$ cat config.mk
export PLATFORM = sky130hd
export DESIGN_NAME = imem_fetch_ctrl
export DESIGN_NICKNAME = d
export VERILOG_FILES = /design/src/rtl/imem_fetch_ctrl.sv
export SDC_FILE = /design/constraint.sdc
export NUM_CORES = 1
export LEC_CHECK = 0
export ABC_AREA = 0
export BUFFER_PORTS_ARGS = -buffer_cell sky130_fd_sc_hd__buf_4
export CAP_MARGIN = 20
export CORE_ASPECT_RATIO = 0.7
export CORE_MARGIN = 4
export CORE_UTILIZATION = 52
export DETAILED_ROUTE_END_ITERATION = 10
export PLACE_DENSITY_LB_ADDON = 0.3
export SLEW_MARGIN = 20
export SYNTH_ARGS = -nofsm -noshare
export SYNTH_HDL_FRONTEND = slang
export SYNTH_SLANG_ARGS = --single-unit
$ cat constraint.sdc
create_clock -name clk -period 4.4 [get_ports clk]
set_clock_uncertainty 0.1 [all_clocks]
set_input_delay 0.66 -clock clk [delete_from_list [all_inputs] [get_ports clk]]
set_output_delay 0.66 -clock clk [all_outputs]
set_load 0.005 [all_outputs]
$ cat src/rtl/imem_fetch_ctrl.sv
// ---------------------------------------------------------------------------
// imem_fetch_ctrl
//
// Instruction-fetch controller for the RISC-V core. After reset it sits in a
// boot phase where an external loader writes program words into instruction
// memory. Once the loader signals completion it sequences the PC, reads the
// combinational-read instruction memory and buffers fetched words in a
// 2-entry queue toward decode (valid/ready). Branch redirects flush the
// queue; misaligned redirect targets and out-of-range fetches park the
// controller in a sticky FAULT state that only rst leaves.
//
// Ports:
//   clk, rst                 clock, synchronous active-high reset
//   ld_valid/addr/data/done  loader write port, honoured only in BOOT
//   imem_addr, imem_rdata    fetch address (= pc) and same-cycle read data
//   imem_we/waddr/wdata      memory write port, driven from the loader
//   redir_valid, redir_pc    branch/jump redirect request
//   if_valid/ready/instr/pc  queue head toward decode
//   fetch_err                sticky fault flag
//   state_o                  current state (BOOT=0, RUN=1, FAULT=2)
// ---------------------------------------------------------------------------
module imem_fetch_ctrl #(
  parameter logic [31:0] RESET_PC  = 32'h0000_0000,
  parameter int          MEM_WORDS = 16
) (
  input  logic        clk,
  input  logic        rst,
  input  logic        ld_valid,
  input  logic [31:0] ld_addr,
  input  logic [31:0] ld_data,
  input  logic        ld_done,
  output logic [31:0] imem_addr,
  input  logic [31:0] imem_rdata,
  output logic        imem_we,
  output logic [31:0] imem_waddr,
  output logic [31:0] imem_wdata,
  input  logic        redir_valid,
  input  logic [31:0] redir_pc,
  output logic        if_valid,
  input  logic        if_ready,
  output logic [31:0] if_instr,
  output logic [31:0] if_pc,
  output logic        fetch_err,
  output logic [1:0]  state_o
);

  localparam int          QDEPTH   = 2;
  // First byte address past the end of instruction memory.
  localparam logic [31:0] PC_LIMIT = 32'(4 * MEM_WORDS);

  typedef enum logic [1:0] {
    ST_BOOT  = 2'd0,
    ST_RUN   = 2'd1,
    ST_FAULT = 2'd2
  } state_t;

  state_t      state_reg, state_next;
  logic [31:0] pc_reg, pc_next;
  logic [1:0]  count_reg, count_next;
  logic        fetch_err_reg, fetch_err_next;

  logic        head_valid;
  logic        pop;
  logic        push;
  logic        flush;
  logic [1:0]  wr_slot;

  // Queue contents as seen from outside each entry; entry 0 is the head.
  logic [31:0] ent_instr [QDEPTH];
  logic [31:0] ent_pc    [QDEPTH];

  // Count is only ever non-zero in RUN (BOOT starts empty, FAULT flushes),
  // but the state term keeps if_valid low regardless.
  assign head_valid = (state_reg == ST_RUN) && (count_reg != 2'd0);

  // ------------------------------------------------------------------------
  // State register
  // ------------------------------------------------------------------------
  always_ff @(posedge clk) begin
    if (rst) begin
      state_reg     <= ST_BOOT;
      pc_reg        <= RESET_PC;
      count_reg     <= 2'd0;
      fetch_err_reg <= 1'b0;
    end else begin
      state_reg     <= state_next;
      pc_reg        <= pc_next;
      count_reg     <= count_next;
      fetch_err_reg <= fetch_err_next;
    end
  end

  // ------------------------------------------------------------------------
  // Next-state, PC sequencing and queue control
  // ------------------------------------------------------------------------
  always_comb begin
    state_next     = state_reg;
    pc_next        = pc_reg;
    fetch_err_next = fetch_err_reg;
    pop            = 1'b0;
    push           = 1'b0;
    flush          = 1'b0;

    case (state_reg)
      ST_BOOT: begin
        if (ld_done) begin
          state_next = ST_RUN;
        end
      end

      ST_RUN: begin
        // Decode's handshake completes even on a redirect or fault cycle;
        // the flush only discards what is left behind it.
        pop = head_valid && if_ready;
        if (redir_valid) begin
          flush = 1'b1;
          if (redir_pc[1:0] != 2'b00) begin
            // Misaligned target: pc stays where it was.
            state_next     = ST_FAULT;
            fetch_err_next = 1'b1;
          end else begin
            pc_next = redir_pc;
          end
        end else if ((count_reg < 2'(QDEPTH)) || pop) begin
          if (pc_reg >= PC_LIMIT) begin
            // Fetch beyond memory: the word is not enqueued.
            flush          = 1'b1;
            state_next     = ST_FAULT;
            fetch_err_next = 1'b1;
          end else begin
            push    = 1'b1;
            pc_next = pc_reg + 32'd4;
          end
        end
      end

      ST_FAULT: begin
        // Terminal until rst.
      end

      default: begin
        state_next = ST_BOOT;
      end
    endcase

    if (flush) begin
      count_next = 2'd0;
    end else begin
      count_next = count_reg + {1'b0, push} - {1'b0, pop};
    end
  end

  // Slot a pushed word lands in, after the head has shifted out on a pop.
  assign wr_slot = count_reg - {1'b0, pop};

  // ------------------------------------------------------------------------
  // Queue storage: shift-style FIFO, entry 0 is the head. On a pop every
  // entry takes the one behind it (the last entry keeps its stale copy,
  // which is beyond count and therefore never observed). A push overrides
  // the slot it targets. A flush leaves data untouched; count alone marks
  // entries invalid.
  // ------------------------------------------------------------------------
  for (genvar gi = 0; gi < QDEPTH; gi++) begin : g_entry
    localparam int SRC = (gi + 1 < QDEPTH) ? gi + 1 : gi;

    logic [31:0] instr_reg, instr_next;
    logic [31:0] epc_reg,   epc_next;

    always_comb begin
      instr_next = instr_reg;
      epc_next   = epc_reg;
      if (push && (wr_slot == 2'(gi))) begin
        instr_next = imem_rdata;
        epc_next   = pc_reg;
      end else if (pop) begin
        instr_next = ent_instr[SRC];
        epc_next   = ent_pc[SRC];
      end
    end

    always_ff @(posedge clk) begin
      if (rst) begin
        instr_reg <= 32'd0;
        epc_reg   <= 32'd0;
      end else begin
        instr_reg <= instr_next;
        epc_reg   <= epc_next;
      end
    end

    assign ent_instr[gi] = instr_reg;
    assign ent_pc[gi]    = epc_reg;
  end

  // ------------------------------------------------------------------------
  // Outputs
  // ------------------------------------------------------------------------
  assign imem_addr  = pc_reg;
  // Loader writes pass straight through in BOOT, including the ld_done cycle.
  assign imem_we    = (state_reg == ST_BOOT) && ld_valid && !rst;
  assign imem_waddr = (state_reg == ST_BOOT) ? ld_addr : 32'd0;
  assign imem_wdata = (state_reg == ST_BOOT) ? ld_data : 32'd0;

  assign if_valid   = head_valid;
  assign if_instr   = ent_instr[0];
  assign if_pc      = ent_pc[0];
  assign fetch_err  = fetch_err_reg;
  assign state_o    = state_reg;

endmodule

Yosys cells after proc, flatten, opt, wreduce, memory -nomap -nowiden
Index checks and enable logic that the tools add are counted.
{"block": "classes", "n_addsub": 4, "n_lt_le_gt_ge": 2, "eq_ne": 10, "mux": 29, "bitwise": 1, "n_reduce_logical": 19}
{"op": "$mux 32", "n": 10}
{"op": "$add 32x3->32 const B", "n": 1}
{"op": "$ge 32x7->1 const B", "n": 1}
{"op": "$mux 1", "n": 13}
{"op": "$mux 2", "n": 5}
{"op": "$reduce_bool 2->1", "n": 5}
{"op": "$ne 3x2->1 const B", "n": 3}
{"op": "$reduce_and 4->1", "n": 2}
{"op": "$logic_and 1x1->1", "n": 6}
{"op": "$ne 2x2->1 const B", "n": 3}
{"op": "$pmux 2 s3", "n": 1}
{"op": "$reduce_and 5->1", "n": 1}
{"op": "$eq 2x1->1 const B", "n": 2}
{"op": "$logic_not 2->1", "n": 2}
{"op": "$sub 2x1->2", "n": 2}
{"op": "$add 2x1->2", "n": 1}
{"op": "$eq 2x2->1 const B", "n": 1}
{"op": "$lt 2x2->1 const B", "n": 1}
{"op": "$ne 2x1->1 const B", "n": 1}
{"op": "$reduce_or 2->1", "n": 1}
{"op": "$logic_not 1->1", "n": 1}
{"op": "$logic_or 1x1->1", "n": 1}
{"op": "$not 1->1", "n": 1}
{"block": "totals", "ff_bits": 165, "out_inout_bits": 165, "word_cells": 73}

Depth between registers and ports, before layout
Gate-level depths: netlist of run 1.
{"block": "logic_depth", "word_depth": 9, "depth_mapped": 15}

Least setup slack after synthesis of run 1
Ideal clock, no wire load.
{"block": "synth_timing", "path_type": "register -> register", "start": "reg state_reg[0], in the netlist state_o[0]", "end": "reg g_entry[0].instr_reg[19], in the netlist if_instr[19]", "setup_ns": 0.146, "t_arrival_ns": 2.910, "slack_ns": 1.244, "path_stages_with_launch": 16, "path_buffers": 5, "synth_period_minus_slack_ns": 3.156, "cell_sequence": "dfxtp_1 -> nand2b_1 -> nor2_1 -> nand2_1 -> clkinv_1 -> buf_2 -> buf_1 -> ha_1 -> xnor2_1 -> nand4_1 -> or4_1 -> buf_2 -> buf_6 -> buf_4 -> nor2_1 -> a211oi_2"}
{"block": "synth_between", "elab_chain_cells": 9}
{"item": "start: declaration", "line": "57", "source": "state_t state_reg, state_next;"}
{"item": "start signal: assignment", "line": "86", "source": "state_reg <= state_next;"}
{"item": "$eq 2x1->1 *", "line": "74", "source": "assign head_valid = (state_reg == ST_RUN) && (count_reg != 2'd0);"}
{"item": "$logic_and 1x1->1 *", "line": "74"}
{"item": "named net if_valid", "line": "39", "source": "output logic if_valid,"}
{"item": "$logic_and 1x1->1 *", "line": "114", "source": "pop = head_valid && if_ready;"}
{"item": "branches (longest 6 deep; another with $sub 2x1->2)"}
{"item": "end signal: assignment", "line": "186", "source": "instr_reg <= instr_next;"}
{"item": "end: declaration", "line": "166", "source": "logic [31:0] instr_reg, instr_next;"}
Mark *: on every way through the listed nets, which the timed path passes.
A chain may end at the register's enable or synchronous reset.

Worst setup path after layout of run 1
{"block": "layout_timing", "start": "reg state_reg[1], in the netlist state_o[1]", "end": "reg g_entry[1].epc_reg[14]"}
{"block": "layout_between", "elab_chain_cells": 8}
{"item": "$eq 2x1->1 *", "line": "74, 104"}
{"item": "branches (longest 6 deep; another with $sub 2x1->2)"}
{"item": "$logic_and 1x1->1 *", "line": "172", "source": "if (push && (wr_slot == 2'(gi))) begin"}
{"item": "end signal: assignment", "line": "187", "source": "epc_reg <= epc_next;"}
{"item": "end: declaration", "line": "167", "source": "logic [31:0] epc_reg, epc_next;"}
Mark *: on every way between the ends.

==> impl_metrics.py, run 1 <==
metrics = {
    "logic_synthesis": {
        "synthesis.nets": 978,
        "post_synth_instance_area_sq_um": 7218,
        "post_synth.cell_area_avg_sq_um": 8.603,
        "netlist-cell-type-count": 50,
        "dominantRegCellSynth": "sky130_fd_sc_hd__dfxtp_1",
        "async_reset_ff_share_pct": 0,
        "ys_ff_latch": 165,
        "synth_sequential_area_ratio_pct": 45.76,
        "post_synth_inst_count": 839,
        "synth-edff-count": 0,
        "yosysWarningCount": 0,
    },
    "route": {
        "route.detailed.vias_per_inst": 5.418,
        "wl_per_cell_um": 18.50,
        "num_vias": 7054,
        "dr.first_iter.drc_count": 532,
        "ant_nets": 0,
        "route.detailed.drc": 0,
        "drt_wl_total_mm": 24.09,
        "firstDrtPassIters": 5,
    },
    "timing": {
        "setup_viol_count_final": 0,
        "fmax_mhz": 312.9,
        "tns_ps": 0,
        "worst_slew_pin_slew_ps": 1034,
        "rsz_0062_raised_after_global_routing": "false",
        "final_period_minus_worst_setup_slack_ps": 3196,
        "finalHoldViolations": 0,
        "final_clock_period_utilization_by_the_worst_path_pct": 72.63,
        "timing.final.max_slew_violations": 0,
        "worst_case_headroom_to_the_max_slew_limit_pct": 31.04,
    },
    "final_layout": {
        "antenna-diode-count": 0,
        "fin_util_pct": 75.68,
        "drive_gt1_share_pct": 33.84,
        "fill_cells": 991,
        "layoutNonFillerInstCount": 1302,
        "fin_nets": 1243,
        "most_common_cell_after_layout_fill_and_taps_aside": "sky130_fd_sc_hd__buf_4",
        "most_used_cells_in_the_layout_excluding_fill_and_tap_cells": "sky130_fd_sc_hd__buf_4, sky130_fd_sc_hd__dfxtp_1, sky130_fd_sc_hd__nand2_1, sky130_fd_sc_hd__and2_1, sky130_fd_sc_hd__a21oi_1",
        "syn2layout_area_growth_pct": 40.04,
    },
    "critical_path": {
        "critical_path_class": "flop to flop",
        "max_stage_delay_ps": 710,
        "crit_path_top_delay_cell": "sky130_fd_sc_hd__and3_2",
        "endpoint_kind": "flop",
        "cp.arrival_ps": 3410,
        "worst_ep_required_time_ps": 4610,
        "critical_path.most_common_cell": "sky130_fd_sc_hd__nor2_1",
        "worstPathCellList": "nand2b_1 -> nor2_1 -> nand2_2 -> clkinv_1 -> ha_1 -> xnor2_1 -> and4_1 -> and3_2 -> nor2_1 -> buf_4 -> and2_1",
        "worst_setup_path_start_kind": "flop",
        "timing.critical_path.fanout_max": 39,
    },
    "cts": {
        "cts_tree": "yes",
        "cts.sinks": 165,
        "cts_max_path_buffers": 2,
        "cts-buffers-inserted": 17,
        "cts_setup_buffers": 0,
        "cts_resized": 0,
        "clock_latency_ps": 420,
        "path_clk_slew_ps": 70,
        "holdBufCountCts": 0,
        "root_buffer": "sky130_fd_sc_hd__clkbuf_16",
        "htree_levels": 4,
    },
    "placement": {
        "placed_cells": 1270,
        "detailedPlacementHpwl_mm": 17.44,
        "place.gp.congestion": 0.9357,
        "io_buffer_count": 298,
    },
    "global_route": {
        "grt_overflow_total": 0,
        "antenna_found_initial": 2,
        "grt_pass1_vias": 6689,
        "grt_start_max_net_pins": 77,
        "first_pass_grt_wire_length_mm": 36.50,
        "global_route.usage.total_pct": 29.18,
    },
    "pwr": {
        "leakagePower_nw": 4.345,
        "maximum_ir_drop_on_the_vdd_rail_uv": 293.9,
        "power_density_nw_per_um2": 392.4,
    },
    "die": {
        "floorplan.initialDensity_pct": 54.04,
        "core_sq_um": 13360,
        "floorplan.rows": 35,
        "dieArea_sq_um": 15860,
        "chipHeight_um": 106.6,
        "io_pins": 299,
        "dieWidth_um": 148.8,
    },
    "worst_hold_path": {
        "timing.hold.worst.class": "flop to flop",
    },
    "run_status": {
        "outcome": "finished clean",
    },
    "job": {
        "timing.max_cap.violations": 0,
    },
}
kinds of logic after synthesis:
| group | count (synthesis) | synth area share (%) |
|---|---|---|
| and+or+nand+nor | 382 | 25.85 |
| AOI/OAI and AO/OA | 173 | 17.11 |
| DFF | 165 | 45.76 |
| buffers and inverters | 70 | 4.368 |
| muxes | 41 | 5.686 |
| adders and majority gates | 5 | 0.8667 |
| xor gates and xnor gates | 3 | 0.3641 |
routing by layer:
layer,track usage (%),part of all wire [%],up-vias
li1,-,-,3420
met1,39.30,42,3300
met5,0,0.050,-
met3,8.450,9.1,31
met2,46.84,47,301
met4,6.597,1.5,2
worst max-delay path, delay by kind of cell, from the launching register on:
family,cells,cell delay [ps]
fa+ha+maj,1,200
buf+inv,2,310
flops,1,470
xor+xnor,1,240
simple gates,7,1770
cells in the mapped netlist, types with 2 or more instances:
cell                       count  share of area, %
sky130_fd_sc_hd__nor4b_1       3              0.36
sky130_fd_sc_hd__nor4_1        7              0.61
sky130_fd_sc_hd__nand3_1      13              0.90
sky130_fd_sc_hd__and3_1        2              0.17
sky130_fd_sc_hd__a211oi_2     30               5.2
sky130_fd_sc_hd__ha_1          5              0.87
sky130_fd_sc_hd__buf_2         9              0.62
sky130_fd_sc_hd__a221oi_1      4              0.49
sky130_fd_sc_hd__clkbuf_1     39               2.0
sky130_fd_sc_hd__or3_1         4              0.35
sky130_fd_sc_hd__buf_1         5              0.26
sky130_fd_sc_hd__nor4_2        3              0.52
sky130_fd_sc_hd__a22oi_1       3              0.31
sky130_fd_sc_hd__and4_1        4              0.49
sky130_fd_sc_hd__nand4_1      12               1.0
sky130_fd_sc_hd__o22ai_1       4              0.35
sky130_fd_sc_hd__dfxtp_1     165                46
sky130_fd_sc_hd__xnor2_1       3              0.36
sky130_fd_sc_hd__a21oi_1      80               5.5
sky130_fd_sc_hd__a31oi_1       2              0.17
sky130_fd_sc_hd__nand2_1     155               8.1
sky130_fd_sc_hd__mux2i_1      41               5.7
sky130_fd_sc_hd__nand2b_1      5              0.43
sky130_fd_sc_hd__buf_4         3              0.31
sky130_fd_sc_hd__o41ai_1       2              0.24
sky130_fd_sc_hd__o31ai_1       3              0.31
sky130_fd_sc_hd__inv_1         9              0.47
sky130_fd_sc_hd__a211oi_1     21               2.2
sky130_fd_sc_hd__nor2_1       66               3.4
sky130_fd_sc_hd__nor3_1        4              0.28
sky130_fd_sc_hd__and2_1       94               8.1
sky130_fd_sc_hd__nor3b_1       4              0.42
sky130_fd_sc_hd__nand3b_1      2              0.21
sky130_fd_sc_hd__o32ai_1       2              0.24
sky130_fd_sc_hd__a211o_1       2              0.24
sky130_fd_sc_hd__buf_6         4              0.62
sky130_fd_sc_hd__o21ai_0      12              0.83
power by group:
part	internal, W	switching, W	total (W)
Clock	0.000828	0.000706	0.00153
Sequential	0.00156	0.0000603	0.00162
Combinational	0.000422	0.000395	0.000817
Total	0.00281	0.00116	0.00397
through the flow:
step	power [W]	hold WS, ps	instance area [sq um]	setup WS [ps]
floorplan	0.002020	326.5	7218	1244
global route	0.004135	363.3	10110	942.9
global placement	0.002452	338.0	9484	1270
CTS	0.003981	347.4	10110	1205
detailed placement	0.002460	338.7	9484	1251
finish	0.003967	347.4	10110	1204
worst paths after layout:
path	endpoint	cells after the start	startpoint	slack [ps]
worst min-delay path	if_pc[12]$_SDFFE_PP0P_	2	g_entry[1].epc_reg[12]$_SDFFE_PP0P_	350
worst max register to register	g_entry[1].epc_reg[14]$_SDFFE_PP0P_	11	state_o[1]$_SDFFE_PP0P_	1200
worst min register to register	if_pc[12]$_SDFFE_PP0P_	2	g_entry[1].epc_reg[12]$_SDFFE_PP0P_	350
worst max-delay path	g_entry[1].epc_reg[14]$_SDFFE_PP0P_	11	state_o[1]$_SDFFE_PP0P_	1200
final cells by class:
type	count	area (sq um)	share of cell area (%)
Multi-Input combinational cell	604	3615	35.76
Sequential cell	165	3303	32.68
Timing Repair Buffer	306	2297	22.73
Clock buffer	17	425.4	4.208
Tap cell	185	231.5	2.290
Clock inverter	15	198.9	1.968
Inverter	10	37.54	0.3713
Power figures use the tool's default switching activity.
==> run 2, diff against run 1 <==
- CORE_UTILIZATION: 52 -> 48
- clock period: 4.4 -> 3.2 ns (I/O delays scaled with it)
==> impl_metrics.py, run 2 (same netlist as run 1, synthesis figures left out) <==
metrics = {
    "placement": {
        "io_buffer_count": 298,
        "place.gp.congestion": 0.9221,
        "post-place-ws_ps": 567.9,
        "detailedPlacementHpwl_mm": 18.14,
        "placed_cells": 1290,
    },
    "timing": {
        "worst_case_headroom_to_the_max_slew_limit_pct": 39.56,
        "setup_viol_count_final": 0,
        "final_clock_period_utilization_by_the_worst_path_pct": 83.86,
        "tns_ps": 0,
        "rsz_0062_raised_after_global_routing": "false",
        "timing.final.max_slew_violations": 0,
        "fmax_mhz": 372.6,
        "finalHoldViolations": 0,
        "final_period_minus_worst_setup_slack_ps": 2684,
        "setup_slack_ps": 516.4,
        "worst_slew_pin_slew_ps": 906.7,
    },
    "final_layout": {
        "layoutNonFillerInstCount": 1322,
        "most_common_cell_after_layout_fill_and_taps_aside": "sky130_fd_sc_hd__buf_4",
        "syn2layout_area_growth_pct": 41.00,
        "drive_gt1_share_pct": 34.37,
        "fin_nets": 1253,
        "most_used_cells_in_the_layout_excluding_fill_and_tap_cells": "sky130_fd_sc_hd__buf_4, sky130_fd_sc_hd__dfxtp_1, sky130_fd_sc_hd__nand2_1, sky130_fd_sc_hd__and2_1, sky130_fd_sc_hd__a21oi_1",
    },
    "critical_path": {
        "internal_reg_to_reg_setup_slack_ps": 530,
        "critPathCapture": "imem_waddr[15]",
        "cp.arrival_ps": 2100,
        "endpoint_kind": "primary output",
        "critical_path.reg2reg.endpoint": "if_instr[5]$_SDFFE_PP0P_",
        "crit_start": "state_o[1]$_SDFFE_PP0P_",
        "worst_setup_path_start_kind": "flop",
        "critical_path_class": "flop to primary output",
        "timing.critical_path.fanout_max": 50,
        "crit-reg2reg-launch": "state_o[1]$_SDFFE_PP0P_",
        "worst_ep_required_time_ps": 2620,
        "timing.reg2reg.worst_path_depth": 11,
    },
    "route": {
        "ant_nets": 0,
        "route.detailed.vias_per_inst": 5.303,
        "wl_per_cell_um": 18.59,
        "num_vias": 7010,
        "dr.first_iter.drc_count": 499,
        "firstDrtPassIters": 5,
        "drt_wl_total_mm": 24.58,
        "route.detailed.drc": 0,
    },
    "die": {
        "floorplan.initialDensity_pct": 49.03,
        "chipHeight_um": 110.6,
        "core_sq_um": 14720,
        "floorplan.rows": 37,
        "dieWidth_um": 154.6,
        "io_pins": 299,
        "dieArea_sq_um": 17100,
    },
    "cts": {
        "path_clk_slew_ps": 70,
        "htree_levels": 4,
        "cts_setup_buffers": 0,
        "cts-buffers-inserted": 17,
        "clock_latency_ps": 430,
        "root_buffer": "sky130_fd_sc_hd__clkbuf_16",
        "holdBufCountCts": 0,
        "cts.sinks": 165,
        "cts_max_path_buffers": 2,
        "cts_resized": 0,
        "cts_tree": "yes",
    },
    "global_route": {
        "global_route.usage.total_pct": 27.93,
        "first_pass_grt_wire_length_mm": 37.68,
        "antenna_found_initial": 4,
        "grt_overflow_total": 0,
        "grt_start_max_net_pins": 89,
        "grt_pass1_vias": 6685,
    },
    "run_status": {
        "outcome": "finished clean",
    },
    "pwr": {
        "netSwitchingFraction_pct": 28.44,
        "seqPwrFrac_pct": 41.3,
        "leakagePower_nw": 4.373,
        "power_frac_comb_pct": 21.8,
        "power_density_nw_per_um2": 527.0,
        "clockPowerShare_pct": 36.9,
        "maximum_ir_drop_on_the_vdd_rail_uv": 342.8,
        "power.net_switching_w": 0.001525,
        "internal_w": 0.003838,
        "total_power_w": 0.005363,
    },
    "job": {
        "timing.max_cap.violations": 0,
    },
    "worst_hold_path": {
        "timing.hold.worst.class": "input pin to flop",
    },
}
==> run 2: cell types whose count changed in the layout (fill, tap and decap cells not counted), moves of 2 or more <==
cell | previous run | this run
sky130_fd_sc_hd__buf_4 | 306 | 314
sky130_fd_sc_hd__clkinv_8 | 4 | 0
sky130_fd_sc_hd__clkinvlp_4 | 1 | 5
sky130_fd_sc_hd__buf_12 | 0 | 2
==> run 2: layout make-up <==
cell class              count  area, sq um
diodes                      1        2.502
clock buffers              18        429.2
clock inverters            13        136.4
fillers                  1228         4544
inverters                  10        37.54
multi-input cells         604         3627
flip-flops and latches    165         3303
well taps                 195        244.0
repair buffers            316         2397
==> run 2: critical path, cell delays in order, from the launching register on <==
cell                      delay [ps]
sky130_fd_sc_hd__dfxtp_1         310
sky130_fd_sc_hd__buf_4           160
sky130_fd_sc_hd__nor2_4          640
sky130_fd_sc_hd__buf_4           300
sky130_fd_sc_hd__and2_1          160
sky130_fd_sc_hd__buf_4           110
==> run 2: how the worst min path moves through the flow <==
stage                                             start                                    to  slack (ps)  cells after the start
floorplan           g_entry[1].epc_reg[11]$_SDFFE_PP0P_                if_pc[11]$_SDFFE_PP0P_         330                      2
global placement    g_entry[1].epc_reg[12]$_SDFFE_PP0P_                if_pc[12]$_SDFFE_PP0P_         340                      2
detailed placement   g_entry[1].epc_reg[8]$_SDFFE_PP0P_                 if_pc[8]$_SDFFE_PP0P_         340                      2
CTS                                        redir_pc[18]            imem_addr[18]$_SDFFE_PP0P_         200                      3
global route                              imem_rdata[3]  g_entry[1].instr_reg[3]$_SDFFE_PP0P_         200                      3
finish                                     redir_pc[14]            imem_addr[14]$_SDFFE_PP0P_         210                      3
==> run 2: stage by stage <==
stage,hold WS (ps),instance area (sq um),utilization (%)
after floorplan,326.5,7218,-
after global placement,338.7,9599,65.20
after detailed placement,341.1,9609,65.27
after CTS,198.0,10170,69.11
after global routing,199.4,10170,69.11
final,207.2,10180,69.13
==> run 2: power groups by stage <==
stage                     clock (W)  combinational [W]  sequential [W]
after global placement            0            0.00116         0.00226
after CTS                   0.00200            0.00117         0.00221
final                       0.00198            0.00117         0.00222
after floorplan                   0           0.000524         0.00225
after detailed placement          0            0.00117         0.00226
after global routing        0.00210            0.00127         0.00223
==> run 2: layer usage <==
layer	wire [um]	share of wire (%)	vias to the layer above	GRT usage, %
met1	10400	42	3229	36.90
met3	2381	9.7	41	10.89
li1	-	-	3431	-
met5	29	0.12	-	0
met2	11250	46	305	42.65
met4	527	2.1	4	7.647
